### config.mk
export PLATFORM = sky130hd
export DESIGN_NAME = tcam_wr_arbiter_flat
export DESIGN_NICKNAME = d
export VERILOG_FILES = /design/src/rtl/tcam_wr_if.sv /design/src/rtl/tcam_wr_arbiter.sv /design/src/flat_wrapper.sv
export SDC_FILE = /design/constraint.sdc
export NUM_CORES = 1
export LEC_CHECK = 0
export BUFFER_PORTS_ARGS = -buffer_cell sky130_fd_sc_hd__buf_2
export CAP_MARGIN = 25
export CORE_AREA = 4 4 349 351
export DETAILED_ROUTE_END_ITERATION = 7
export DIE_AREA = 0 0 353 355
export RECOVER_POWER = 50
export SLEW_MARGIN = 30
export SYNTH_ARGS = -nofsm -noshare
export SYNTH_HDL_FRONTEND = slang
export SYNTH_SLANG_ARGS = --single-unit
export TNS_END_PERCENT = 10
### constraint.sdc
create_clock -name clk -period 5.1 [get_ports clk]
set_input_delay 0.255 -clock clk [delete_from_list [all_inputs] [get_ports clk]]
set_output_delay 0.255 -clock clk [all_outputs]
set_load 0.03 [all_outputs]
### src/rtl/tcam_wr_if.sv
// tcam_wr_if: request and write-port bundle for tcam_wr_arbiter.
//   master : requester side (drives reqN_valid/addr/key/mask/action, sees reqN_ready)
//            and the view of the TCAM/action write port it produces.
//   slave  : arbiter side (drives reqN_ready and the TCAM/action write port).
// Requester 0 is the CPU MMIO path and requester 1 is the learn engine.
interface tcam_wr_if #(
  parameter int KEY_W    = 128,
  parameter int IDX_W    = 4,
  parameter int ACTION_W = 64
);
  logic                req0_valid;
  logic                req0_ready;
  logic [IDX_W-1:0]    req0_addr;
  logic [KEY_W-1:0]    req0_key;
  logic [KEY_W-1:0]    req0_mask;
  logic [ACTION_W-1:0] req0_action;

  logic                req1_valid;
  logic                req1_ready;
  logic [IDX_W-1:0]    req1_addr;
  logic [KEY_W-1:0]    req1_key;
  logic [KEY_W-1:0]    req1_mask;
  logic [ACTION_W-1:0] req1_action;

  logic                tcam_wr_en;
  logic                tcam_wr_is_mask;
  logic [IDX_W-1:0]    tcam_wr_addr;
  logic [KEY_W-1:0]    tcam_wr_data;
  logic                action_wr_en;
  logic [IDX_W-1:0]    action_wr_addr;
  logic [ACTION_W-1:0] action_wr_data;

  modport master (
    output req0_valid, req0_addr, req0_key, req0_mask, req0_action,
    output req1_valid, req1_addr, req1_key, req1_mask, req1_action,
    input  req0_ready, req1_ready,
    input  tcam_wr_en, tcam_wr_is_mask, tcam_wr_addr, tcam_wr_data,
    input  action_wr_en, action_wr_addr, action_wr_data
  );

  modport slave (
    input  req0_valid, req0_addr, req0_key, req0_mask, req0_action,
    input  req1_valid, req1_addr, req1_key, req1_mask, req1_action,
    output req0_ready, req1_ready,
    output tcam_wr_en, tcam_wr_is_mask, tcam_wr_addr, tcam_wr_data,
    output action_wr_en, action_wr_addr, action_wr_data
  );
endinterface

### src/rtl/tcam_wr_arbiter.sv
// tcam_wr_arbiter: shares the single TCAM/action write port between the CPU
// MMIO path (requester 0) and the learn engine (requester 1). Each grant
// commits one entry as an atomic mask -> key -> action write sequence.
// Ports:
//   clk, reset        : rising-edge clock, synchronous active-high reset
//   freeze            : blocks new grants (sampled only while idle)
//   bus (slave)       : request handshakes and the TCAM/action write port
//   upd_busy, upd_idx : entry currently being rewritten (for hit discard)
//   done, done_id     : completion pulse and owning requester
//   err               : out-of-range request dropped (same cycle as its ready)
//   cnt0, cnt1        : committed-entry counters, wrap at 16 bits
//
// state   | meaning
// IDLE    | waiting for a request; grant decision is made here
// WR_MASK | mask plane write of the latched entry
// WR_KEY  | key plane write of the latched entry
// WR_ACT  | action table write; done follows on the next cycle
module tcam_wr_arbiter #(
  parameter int KEY_W    = 128,
  parameter int ENTRIES  = 16,
  parameter int IDX_W    = $clog2(ENTRIES),
  parameter int ACTION_W = 64
) (
  input  logic             clk,
  input  logic             reset,
  input  logic             freeze,
  tcam_wr_if.slave         bus,
  output logic             upd_busy,
  output logic [IDX_W-1:0] upd_idx,
  output logic             done,
  output logic             done_id,
  output logic             err,
  output logic [15:0]      cnt0,
  output logic [15:0]      cnt1
);

  typedef enum logic [1:0] {IDLE, WR_MASK, WR_KEY, WR_ACT} state_t;

  localparam logic [IDX_W:0] ENTRIES_W = (IDX_W+1)'(ENTRIES);

  state_t              state;
  logic                last_grant;
  logic                id_q;
  logic [KEY_W-1:0]    key_q;
  logic [ACTION_W-1:0] act_q;

  logic             grant;
  logic             pick1;
  logic             in_range;
  logic [IDX_W-1:0] sel_addr;

  // Round-robin: with both valid, the requester not granted last wins.
  assign grant    = (state == IDLE) && !freeze && (bus.req0_valid || bus.req1_valid);
  assign pick1    = bus.req1_valid && (!bus.req0_valid || !last_grant);
  assign sel_addr = pick1 ? bus.req1_addr : bus.req0_addr;

  generate
    if (ENTRIES == (1 << IDX_W)) begin : g_full_range
      assign in_range = 1'b1;
    end else begin : g_part_range
      assign in_range = {1'b0, sel_addr} < ENTRIES_W;
    end
  endgenerate

  assign bus.req0_ready = grant && !pick1;
  assign bus.req1_ready = grant && pick1;
  // err must coincide with the dropping ready pulse, so it is decoded
  // alongside ready rather than registered.
  assign err = grant && !in_range;

  always_ff @(posedge clk) begin
    if (reset) begin
      state               <= IDLE;
      last_grant          <= 1'b1;
      id_q                <= 1'b0;
      key_q               <= '0;
      act_q               <= '0;
      bus.tcam_wr_en      <= 1'b0;
      bus.tcam_wr_is_mask <= 1'b0;
      bus.tcam_wr_addr    <= '0;
      bus.tcam_wr_data    <= '0;
      bus.action_wr_en    <= 1'b0;
      bus.action_wr_addr  <= '0;
      bus.action_wr_data  <= '0;
      upd_busy            <= 1'b0;
      upd_idx             <= '0;
      done                <= 1'b0;
      done_id             <= 1'b0;
      cnt0                <= '0;
      cnt1                <= '0;
    end else begin
      done <= 1'b0;
      case (state)
        IDLE: begin
          if (grant) begin
            last_grant <= pick1;
            // Out-of-range requests are consumed but never written.
            if (in_range) begin
              id_q                <= pick1;
              key_q               <= pick1 ? bus.req1_key : bus.req0_key;
              act_q               <= pick1 ? bus.req1_action : bus.req0_action;
              bus.tcam_wr_en      <= 1'b1;
              bus.tcam_wr_is_mask <= 1'b1;
              bus.tcam_wr_addr    <= sel_addr;
              bus.tcam_wr_data    <= pick1 ? bus.req1_mask : bus.req0_mask;
              bus.action_wr_addr  <= sel_addr;
              upd_busy            <= 1'b1;
              upd_idx             <= sel_addr;
              state               <= WR_MASK;
            end
          end
        end
        WR_MASK: begin
          bus.tcam_wr_is_mask <= 1'b0;
          bus.tcam_wr_data    <= key_q;
          state               <= WR_KEY;
        end
        WR_KEY: begin
          bus.tcam_wr_en     <= 1'b0;
          bus.action_wr_en   <= 1'b1;
          bus.action_wr_data <= act_q;
          state              <= WR_ACT;
        end
        WR_ACT: begin
          bus.action_wr_en <= 1'b0;
          upd_busy         <= 1'b0;
          done             <= 1'b1;
          done_id          <= id_q;
          if (id_q) cnt1 <= cnt1 + 16'd1;
          else      cnt0 <= cnt0 + 16'd1;
          state <= IDLE;
        end
        default: state <= IDLE;
      endcase
    end
  end

endmodule

### src/flat_wrapper.sv
// flat-port wrapper written by rule: the top's interface ports become plain ports
module tcam_wr_arbiter_flat 
#(
  parameter int KEY_W    = 128,
  parameter int ENTRIES  = 16,
  parameter int IDX_W    = $clog2(ENTRIES),
  parameter int ACTION_W = 64
)
  (clk, reset, freeze, upd_busy, upd_idx, done, done_id, err, cnt0, cnt1, bus_req0_valid, bus_req0_addr, bus_req0_key, bus_req0_mask, bus_req0_action, bus_req1_valid, bus_req1_addr, bus_req1_key, bus_req1_mask, bus_req1_action, bus_req0_ready, bus_req1_ready, bus_tcam_wr_en, bus_tcam_wr_is_mask, bus_tcam_wr_addr, bus_tcam_wr_data, bus_action_wr_en, bus_action_wr_addr, bus_action_wr_data);
  tcam_wr_if #(.KEY_W(KEY_W), .IDX_W(IDX_W), .ACTION_W(ACTION_W)) bus_i ();
  input  logic clk;
  input  logic reset;
  input  logic freeze;
  output logic upd_busy;
  output logic [IDX_W-1:0] upd_idx;
  output logic done;
  output logic done_id;
  output logic err;
  output logic [15:0] cnt0;
  output logic [15:0] cnt1;
  input wire logic [$bits(bus_i.req0_valid)-1:0] bus_req0_valid;
  input wire logic [$bits(bus_i.req0_addr)-1:0] bus_req0_addr;
  input wire logic [$bits(bus_i.req0_key)-1:0] bus_req0_key;
  input wire logic [$bits(bus_i.req0_mask)-1:0] bus_req0_mask;
  input wire logic [$bits(bus_i.req0_action)-1:0] bus_req0_action;
  input wire logic [$bits(bus_i.req1_valid)-1:0] bus_req1_valid;
  input wire logic [$bits(bus_i.req1_addr)-1:0] bus_req1_addr;
  input wire logic [$bits(bus_i.req1_key)-1:0] bus_req1_key;
  input wire logic [$bits(bus_i.req1_mask)-1:0] bus_req1_mask;
  input wire logic [$bits(bus_i.req1_action)-1:0] bus_req1_action;
  output wire logic [$bits(bus_i.req0_ready)-1:0] bus_req0_ready;
  output wire logic [$bits(bus_i.req1_ready)-1:0] bus_req1_ready;
  output wire logic [$bits(bus_i.tcam_wr_en)-1:0] bus_tcam_wr_en;
  output wire logic [$bits(bus_i.tcam_wr_is_mask)-1:0] bus_tcam_wr_is_mask;
  output wire logic [$bits(bus_i.tcam_wr_addr)-1:0] bus_tcam_wr_addr;
  output wire logic [$bits(bus_i.tcam_wr_data)-1:0] bus_tcam_wr_data;
  output wire logic [$bits(bus_i.action_wr_en)-1:0] bus_action_wr_en;
  output wire logic [$bits(bus_i.action_wr_addr)-1:0] bus_action_wr_addr;
  output wire logic [$bits(bus_i.action_wr_data)-1:0] bus_action_wr_data;
  assign bus_i.req0_valid = bus_req0_valid;
  assign bus_i.req0_addr = bus_req0_addr;
  assign bus_i.req0_key = bus_req0_key;
  assign bus_i.req0_mask = bus_req0_mask;
  assign bus_i.req0_action = bus_req0_action;
  assign bus_i.req1_valid = bus_req1_valid;
  assign bus_i.req1_addr = bus_req1_addr;
  assign bus_i.req1_key = bus_req1_key;
  assign bus_i.req1_mask = bus_req1_mask;
  assign bus_i.req1_action = bus_req1_action;
  assign bus_req0_ready = bus_i.req0_ready;
  assign bus_req1_ready = bus_i.req1_ready;
  assign bus_tcam_wr_en = bus_i.tcam_wr_en;
  assign bus_tcam_wr_is_mask = bus_i.tcam_wr_is_mask;
  assign bus_tcam_wr_addr = bus_i.tcam_wr_addr;
  assign bus_tcam_wr_data = bus_i.tcam_wr_data;
  assign bus_action_wr_en = bus_i.action_wr_en;
  assign bus_action_wr_addr = bus_i.action_wr_addr;
  assign bus_action_wr_data = bus_i.action_wr_data;
  tcam_wr_arbiter #(.KEY_W(KEY_W), .ENTRIES(ENTRIES), .IDX_W(IDX_W), .ACTION_W(ACTION_W)) u_core (.clk(clk), .reset(reset), .freeze(freeze), .bus(bus_i), .upd_busy(upd_busy), .upd_idx(upd_idx), .done(done), .done_id(done_id), .err(err), .cnt0(cnt0), .cnt1(cnt1));
endmodule
==> impl_metrics.env, run 1 <==
export IMPL_fp_dieArea_mm2=0.125
export IMPL_status="finished with violations"
export IMPL_relSlewSlack_pct=-82.9
export IMPL_crit_chain="nand2_1, nand2_1, buf_12, buf_4, nand2_1, a311oi_1, dlygate4sd3_1"
export IMPL_postCtsSetupRepairBufs=0
export IMPL_area_growth_pct=64.3
export IMPL_crit_required_ps=5660
export IMPL_p_per_area_mw_per_mm2=483
export IMPL_wire_per_inst_um=17.6
export IMPL_post_route_drc_count=0
export IMPL_synth_yosys_seq_area_share_pct=44.3
export IMPL_cts_hold_buffers=506
export IMPL_ys_types=42
export IMPL_ctsLongestPathBuffers=3
export IMPL_clk_latency_ps=630
export IMPL_ant_nets=0
export IMPL_cpPeakStageDelay_ps=1430
export IMPL_ios=898
export IMPL_gp_congestion=0.899
export IMPL_crit_slowest_cell="nand2_1"
export IMPL_cts_tree="done"
export IMPL_drt_pass1_iterations=5
export IMPL_crit_cells=7
export IMPL_power_leakage_nw=13.4
export IMPL_tightest_slew_ps=2740
export IMPL_placed_area_mm2=0.0253
export IMPL_synth_fa_ha_area_share_pct=0.451
export IMPL_syn_inst=2250
export IMPL_stdcell_area_mm2=0.0319
export IMPL_syn_num_nets=2910
export IMPL_netlist_top_cells_area="dfxtp_1 (44%), a311oi_1 (8.8%), nand2_1 (7.9%)"
export IMPL_synth_edf_count=0
export IMPL_synth_seq_cells=430
export IMPL_whs_path_depth=3
export IMPL_clock_sinks=430
export IMPL_violations="max-capacitance violations, max-slew violations"
export IMPL_end_kind="register"
export IMPL_yosysWarnings=0
export IMPL_rsz0062_at_grt="false"
export IMPL_antenna_found_initial=21
export IMPL_cpMostUsedCell="nand2_1"
export IMPL_crit_path_max_fanout=83
export IMPL_numCtsBuffers=52
export IMPL_critPathTopFamily="simple AND/OR/NAND/NOR gates"
export IMPL_slew_viol_final=80
export IMPL_synth_top_area_cell="dfxtp_1"
export IMPL_initial_core_util_pct=16.3
export IMPL_fp_dieH_um=355
export IMPL_r2r_worst_path_cells=7
export IMPL_dp_hpwl_um=61400
export IMPL_drt_iter0_drc=1900
export IMPL_crit_buf_inv=3
export IMPL_cap_viol_max_count=2
export IMPL_design_core_area_mm2=0.119
export IMPL_htree_levels=2
export IMPL_fin_setup_tns_ps=0
export IMPL_synthesis_area_mm2=0.0194
export IMPL_synth_compound_area_share_pct=21.9
export IMPL_fin_crit_sh_pct=76.7
export IMPL_drive_gt1_share_pct=21.9
export IMPL_overflow=0
export IMPL_crit_type="register to register"
export IMPL_finalHoldViolations=0
export IMPL_hold_class="input port to register"
export IMPL_routed_wl_um=89900
export IMPL_final_nets=4168
export IMPL_clkTransAtPathRegs_ps=60
export IMPL_synthMuxAreaShare_pct=3.46
export IMPL_grt_max_degree=199
export IMPL_synth_top_family_by_area="simple AND/OR/NAND/NOR gates"
export IMPL_clock_skew_ps=25.7
export IMPL_routed_via_density=4.37
export IMPL_cp_data_arrival_time_ps=4480
export IMPL_vias=22371
export IMPL_min_period_ps=3910
export IMPL_rows=127
export IMPL_synth_area_per_cell_um2=8.63
export IMPL_post_cts_resize_count=0
export IMPL_synth_simple_area_share_pct=23.7
export IMPL_ir_worst_vdd_uv=401
export IMPL_grt_pass1_wl_um=132000
export IMPL_max_freq_ghz=0.255
export IMPL_grt_pass1_vias=22393
export IMPL_async_flop_share_pct=0
export IMPL_port_buffers=896
export IMPL_grt_usage_pct=13.4
export IMPL_fp_dieW_um=353
export IMPL_worstSetupStartpointType="register"
export IMPL_synthFlopType="dfxtp_1"
export IMPL_synth_xor_xnor_area_share_pct=0.992
export IMPL_setup_viol=0
export IMPL_clockRootBuffer="clkbuf_16"
export IMPL_yosysTopAreaCellShare_pct=44.3
export IMPL_final_util_pct=26.8
## cell usage after synthesis, types with 2 or more instances
master and n:
dfxtp_1 430, nand2_1 409, nor2_1 296, a311oi_1 196
clkbuf_1 149, nand2b_1 131, a211o_1 128, a32o_1 128
and2_1 123, mux2i_1 66, buf_2 55, xnor2_1 16
buf_4 14, a21oi_1 12, nand4_1 11, inv_1 9
buf_1 7, ha_1 7, nor3_1 7, nor4_1 6
or3_1 6, xor2_1 6, and2_0 5, nand3_1 5
o21ai_0 5, a211oi_1 4, nor2b_1 3, nor3b_1 2
## layer usage
layer | share of wire [%] | vias to the layer above | wire, um | track usage [%]
met5 | 0.060 | - | 54 | 0
met4 | 5.2 | 8 | 4680 | 7.40
met3 | 8.1 | 251 | 7300 | 3.53
met2 | 46 | 997 | 41200 | 21.6
met1 | 41 | 10564 | 36600 | 16.3
li1 | - | 10551 | - | -
## cell usage in the layout, fill, tap and decap left out, drive strengths merged, types with 7 or more instances in the layout
cell type	count
nand2b	131
xnor2	16
nor2	296
nand2	409
a21oi	12
dfxtp	430
clkbuf	317
a32o	128
and2	128
diode	17
buf	680
inv	12
nor4	7
nor3	7
clkinv	13
mux2i	66
a311oi	196
a211o	128
dlygate4sd3	506
nand4	12
ha	7
## through the flow
stage	setup slack [ps]	hold slack (ps)	cells	total power, W
detailed placement	2400	448	4496	0.0108
finish	1190	62.4	5117	0.0154
global route	868	33.2	5113	0.0163
global placement	2470	443	4496	0.0107
floorplan	3250	414	2250	0.00876
CTS	1870	2.67	5100	0.0156
## power breakdown
part | internal (W) | switching [W] | total, W
combinational | 0.00260 | 0.00400 | 0.00660
sequential | 0.00428 | 0.000550 | 0.00483
clock | 0.00239 | 0.00160 | 0.00399
## final timing paths
path	slack, ps	to	start
worst min-delay path	60	u_core.bus.tcam_wr_data[62]	bus_req0_mask[62]
worst max register to register	1190	u_core.act_q[49]	u_core.last_grant
worst max-delay path	1190	u_core.act_q[49]	u_core.last_grant
worst min register to register	460	u_core.bus.tcam_wr_data[52]	u_core.bus.tcam_wr_data[52]
## worst reg2reg max path, cell delays in order, from the launching register on
cell and delay, ps:
dfxtp_1 420, nand2_1 70, nand2_1 1430, buf_12 350, buf_4 520, nand2_1 160
a311oi_1 320, dlygate4sd3_1 600
## registers in the layout, summed over array words and instances, names as in the netlist, 2 cells and up
name	flops
u_core.cnt1	16
u_core.key_q	128
u_core.bus.tcam_wr_data	128
u_core.bus.action_wr_data	64
u_core.act_q	64
u_core.state	2
u_core.bus.action_wr_addr	4
u_core.cnt0	16
## cell type report
class                      count  area, um2
inverter                       9       33.8
multi-input combinational   1586       9830
antenna                       17       42.5
clock inverter                24        320
clock buffer                  74       1520
fill                       12784      87100
sequential                   430       8610
tap                         1548       1940
timing repair buffer        1429       9610
## cells by family after synthesis
kind of cell	count (synthesis)
AO/OA/AOI/OAI	476
XOR/XNOR	22
adder cells (fa/ha/maj)	7
buffers and inverters	234
flip-flops	430
multiplexers	67
other	1
AND/OR/NAND/NOR	1013
Note: power is estimated with default switching activity, not from simulation.
==> inputs of run 2 (changes only) <==
CORE_AREA = 4 4 347 349   (was 4 4 349 351)
DIE_AREA = 0 0 351 353   (was 0 0 353 355)
clock period = 3.5 ns   (was 5.1 ns; I/O delays follow)
==> run 2 against run 1 <==
The run still ends with max-capacitance violations, max-slew violations left; global-route usage grew 0.75 points; combinational power grew 56%; die area shrank 1.1%; clock-buffer cell count grew 4; design area grew 2.8%; utilization grew 1.1 points; critical path type is now input port to register.
==> impl_metrics.env, run 2 (synthesis results as in run 1) <==
export IMPL_max_freq_ghz=0.306
export IMPL_grt_max_degree=163
export IMPL_fp_dieW_um=351
export IMPL_ios=898
export IMPL_crit_required_ps=3990
export IMPL_wire_per_inst_um=18.0
export IMPL_power_leakage_nw=13.7
export IMPL_status="finished with violations"
export IMPL_fp_dieH_um=353
export IMPL_fin_setup_tns_ps=0
export IMPL_place_worst_setup_slack_ps=940
export IMPL_clockRootBuffer="clkbuf_16"
export IMPL_initial_core_util_pct=16.5
export IMPL_violations="max-capacitance violations, max-slew violations"
export IMPL_gp_congestion=0.910
export IMPL_fp_dieArea_mm2=0.124
export IMPL_port_buffers=896
export IMPL_drt_iter0_drc=1822
export IMPL_drt_pass1_iterations=6
export IMPL_cp_data_arrival_time_ps=3760
export IMPL_slew_viol_final=208
export IMPL_power_w=0.0228
export IMPL_setup_viol=0
export IMPL_end_kind="register"
export IMPL_ant_nets=0
export IMPL_fin_crit_sh_pct=93.4
export IMPL_clkTransAtPathRegs_ps=60
export IMPL_clk_latency_ps=620
export IMPL_design_core_area_mm2=0.117
export IMPL_grt_pass1_vias=23142
export IMPL_cts_tree="done"
export IMPL_postCtsSetupRepairBufs=0
export IMPL_ctsLongestPathBuffers=3
export IMPL_antenna_found_initial=14
export IMPL_cap_viol_max_count=2
export IMPL_regArea_mm2=0.00861
export IMPL_fill_cells=12442
export IMPL_switchingPower_w=0.00908
export IMPL_clock_sinks=430
export IMPL_p_comb_share_pct=45.5
export IMPL_clock_skew_ps=14.5
export IMPL_routed_wl_um=93400
export IMPL_p_per_area_mw_per_mm2=694
export IMPL_grt_usage_pct=14.2
export IMPL_finalHoldViolations=0
export IMPL_setup_ws_ps=230
export IMPL_hold_start="bus_req1_mask[65]"
export IMPL_overflow=0
export IMPL_p_seq_share_pct=31.1
export IMPL_tightest_slew_ps=1930
export IMPL_grt_pass1_wl_um=138000
export IMPL_reg2reg_from="u_core.state[0]"
export IMPL_final_nets=4277
export IMPL_intPower_w=0.0137
export IMPL_routed_via_density=4.42
export IMPL_hold_class="input port to register"
export IMPL_numCtsBuffers=51
export IMPL_rsz0062_at_grt="false"
export IMPL_crit_start="reset"
export IMPL_final_common_cell="buf_2"
export IMPL_relSlewSlack_pct=-28.5
export IMPL_reg_top3="u_core.bus.tcam_wr_data x128, u_core.key_q x128"
export IMPL_rows=126
export IMPL_min_period_ps=3270
export IMPL_drive_gt1_share_pct=21.3
export IMPL_htree_levels=2
export IMPL_power_frac_clock_pct=23.4
export IMPL_dp_hpwl_um=64500
export IMPL_crit_type="input port to register"
export IMPL_multiInputGateArea_mm2=0.00987
export IMPL_crit_path_max_fanout=162
export IMPL_area_growth_pct=68.9
export IMPL_post_cts_resize_count=0
export IMPL_final_cell_mix="buf_2 (653), dlygate4sd3_1 (605), dfxtp_1 (430)"
export IMPL_vias=22945
export IMPL_worstSetupStartpointType="input port"
export IMPL_post_route_drc_count=0
export IMPL_netSwitchingFraction_pct=39.9
export IMPL_ir_worst_vdd_uv=334
==> run 2: changes by cell type in the layout (fill, tap and decap cells not counted), moves of 3 or more <==
cell	previous run	this run
buf_4	14	19
buf_12	12	15
dlygate4sd3_1	506	605
bufinv_16	6	2
clkinv_2	10	5
diode_2	17	6
clkbuf_1	251	259
==> run 2: cell type report <==
class	count	share of cell area, %
Antenna cell	6	0.0458
Clock buffer	78	4.60
Clock inverter	11	0.412
Inverter	9	0.103
Multi-Input combinational cell	1586	30.1
Sequential cell	430	26.2
Tap cell	1536	5.86
Timing Repair Buffer	1539	32.7
==> run 2: final timing paths <==
kind                                                endpoint  slack, ps  cells after the start
worst min register to register   u_core.bus.tcam_wr_data[57]        460                      1
worst max register to register  u_core.bus.action_wr_addr[0]        390                      8
worst max-delay path                       u_core.key_q[124]        230                      5
worst min-delay path             u_core.bus.tcam_wr_data[65]         70                      4
==> run 2: timing repair <==
item                                    4_1_cts  5_1_grt
hold endpoints to repair                    331        0
hold buffers                                605        0
endpoints found under the setup margin        0        0
==> run 2: per-stage QoR <==
step / cells / hold WS [ps] / util, % / cell area [um2]
detailed placement: 4495 / 444 / 21.6 / 25400
floorplan: 2250 / 334 / - / 19400
global route: 5194 / 40.3 / 27.9 / 32800
finish: 5195 / 65.9 / 27.9 / 32800
CTS: 5189 / 0.258 / 28.2 / 33100
global placement: 4495 / 439 / 21.6 / 25400
==> run 2: routing by layer <==
metal  up-vias  global-route usage, %  share of wire (%)
li1      10743                      -                  -
met1     10964                   17.5                 41
met2      1030                   23.4                 47
met3       206                   3.46                7.8
met4         2                   6.07                4.1
met5         -                      0              0.014
==> run 2: power groups by stage <==
stage,clock (W),sequential [W],combinational [W]
global placement,0,0.00713,0.00866
global route,0.00566,0.00723,0.0111
detailed placement,0,0.00715,0.00876
floorplan,0,0.00827,0.00449
CTS,0.00548,0.00706,0.0105
finish,0.00533,0.00709,0.0103
==> run 2: worst max-delay path: stages <==
cell and delay, ps:
dlygate4sd3_1 570, buf_8 490, clkbuf_4 1490, a311oi_1 110
dlygate4sd3_1 690
==> inputs of run 3 (changes only) <==
CORE_AREA = 4 4 349 351   (was 4 4 347 349)
DIE_AREA = 0 0 353 355   (was 0 0 351 353)
==> run 3 against run 2 <==
The run still ends with max-capacitance violations, max-slew violations left; routed wire length decreased by 1.9%; via count decreased by 0.58%; maximum frequency increased by 7.5%; hold slack got worse by 28 ps; clock-buffer cell count decreased by 11; design area increased by 0.56%; critical path type is now register to register; largest power group unchanged; highest routed layer unchanged.
==> impl_metrics.env, run 3 (synthesis results as in run 1) <==
export IMPL_status="finished with violations"
export IMPL_violations="max-capacitance violations, max-slew violations"
export IMPL_crit_path_max_fanout=115
export IMPL_drive_gt1_share_pct=21.4
export IMPL_cp_data_arrival_time_ps=3580
export IMPL_regArea_mm2=0.00861
export IMPL_final_util_pct=27.7
export IMPL_ir_worst_vdd_uv=489
export IMPL_drt_pass1_iterations=5
export IMPL_tightest_slew_ps=1860
export IMPL_finalHoldViolations=0
export IMPL_ant_nets=0
export IMPL_numCtsBuffers=51
export IMPL_fp_dieW_um=353
export IMPL_design_core_area_mm2=0.119
export IMPL_p_per_area_mw_per_mm2=696
export IMPL_ctsLongestPathBuffers=3
export IMPL_antenna_found_initial=13
export IMPL_min_period_ps=3040
export IMPL_port_buffers=896
export IMPL_multiInputGateArea_mm2=0.00985
export IMPL_clock_skew_ps=27.0
export IMPL_fin_setup_tns_ps=0
export IMPL_fp_dieH_um=355
export IMPL_gp_congestion=0.899
export IMPL_placed_area_mm2=0.0254
export IMPL_relSlewSlack_pct=-24.3
export IMPL_rows=127
export IMPL_crit_type="register to register"
export IMPL_dp_cells=4506
export IMPL_vias=22813
export IMPL_clkTransAtPathRegs_ps=60
export IMPL_overflow=0
export IMPL_power_leakage_nw=13.8
export IMPL_routed_wl_um=91700
export IMPL_dp_hpwl_um=62500
export IMPL_reg_top3="u_core.bus.tcam_wr_data x128, u_core.key_q x128"
export IMPL_worstSetupStartpointType="register"
export IMPL_initial_core_util_pct=16.3
export IMPL_end_kind="register"
export IMPL_routed_via_density=4.37
export IMPL_slew_viol_final=26
export IMPL_wire_per_inst_um=17.6
export IMPL_clk_latency_ps=630
export IMPL_crit_required_ps=4040
export IMPL_grt_pass1_vias=23175
export IMPL_cap_viol_max_count=1
export IMPL_postCtsSetupRepairBufs=0
export IMPL_htree_levels=2
export IMPL_fill_cells=12625
export IMPL_cts_hold_buffers=611
export IMPL_post_cts_resize_count=0
export IMPL_max_freq_ghz=0.329
export IMPL_hold_class="input port to register"
export IMPL_drt_iter0_drc=1682
export IMPL_final_common_cell="buf_2"
export IMPL_post_route_drc_count=0
export IMPL_grt_usage_pct=13.7
export IMPL_fin_crit_sh_pct=86.9
export IMPL_final_cell_mix="buf_2 (653), dlygate4sd3_1 (611), dfxtp_1 (430)"
export IMPL_grt_max_degree=168
export IMPL_rsz0062_at_grt="false"
export IMPL_area_growth_pct=69.8
export IMPL_final_nets=4282
export IMPL_clockRootBuffer="clkbuf_16"
export IMPL_stdcell_area_mm2=0.0330
export IMPL_clock_sinks=430
export IMPL_cts_tree="done"
export IMPL_ios=898
export IMPL_fp_dieArea_mm2=0.125
export IMPL_fin_cells=5219
export IMPL_grt_pass1_wl_um=136000
export IMPL_setup_viol=0
-- run 3: path summary, 6_finish.rpt --
path                                from  depth (start not counted)  slack [ps]                     endpoint
max reg2reg            u_core.last_grant                          6         460             u_core.key_q[39]
min                    bus_req0_mask[86]                          3          40  u_core.bus.tcam_wr_data[86]
min reg2reg  u_core.bus.tcam_wr_data[51]                          1         460  u_core.bus.tcam_wr_data[51]
max                    u_core.last_grant                          6         460             u_core.key_q[39]
-- run 3: area by class of cell --
type / instances / area share, %
repair buffers: 1544 / 32.7
multi-input cells: 1586 / 29.9
flip-flops and latches: 430 / 26.1
well taps: 1548 / 5.87
clock buffers: 67 / 4.26
clock inverters: 25 / 1.02
inverters: 9 / 0.102
diodes: 10 / 0.0759
-- run 3: power breakdown --
group	total [W]	internal (W)	switching, W
Combinational	0.0103	0.00438	0.00590
Sequential	0.00709	0.00624	0.000845
Clock	0.00561	0.00329	0.00232
-- run 3: metal layers --
layer	global-route usage [%]	routed length, um	part of all wire [%]
met1	16.9	38200	42
met2	22.7	42900	47
met3	3.15	6310	6.9
met4	6.32	4300	4.7
met5	0	13	0.014
-- run 3: worst max-delay path: stages (launching register included) --
cell and delay (ps):
dfxtp_1 350, a21boi_4 170, clkbuf_4 830, buf_4 450, nand2_1 100, a311oi_1 270, dlygate4sd3_1 610
-- run 3: through the flow --
stage	total power [W]	hold WS (ps)	setup WS [ps]
floorplan	0.0128	334	1680
global placement	0.0157	439	1140
detailed placement	0.0158	445	1110
CTS	0.0232	1.48	567
global route	0.0243	24.0	239
finish	0.0230	38.4	459
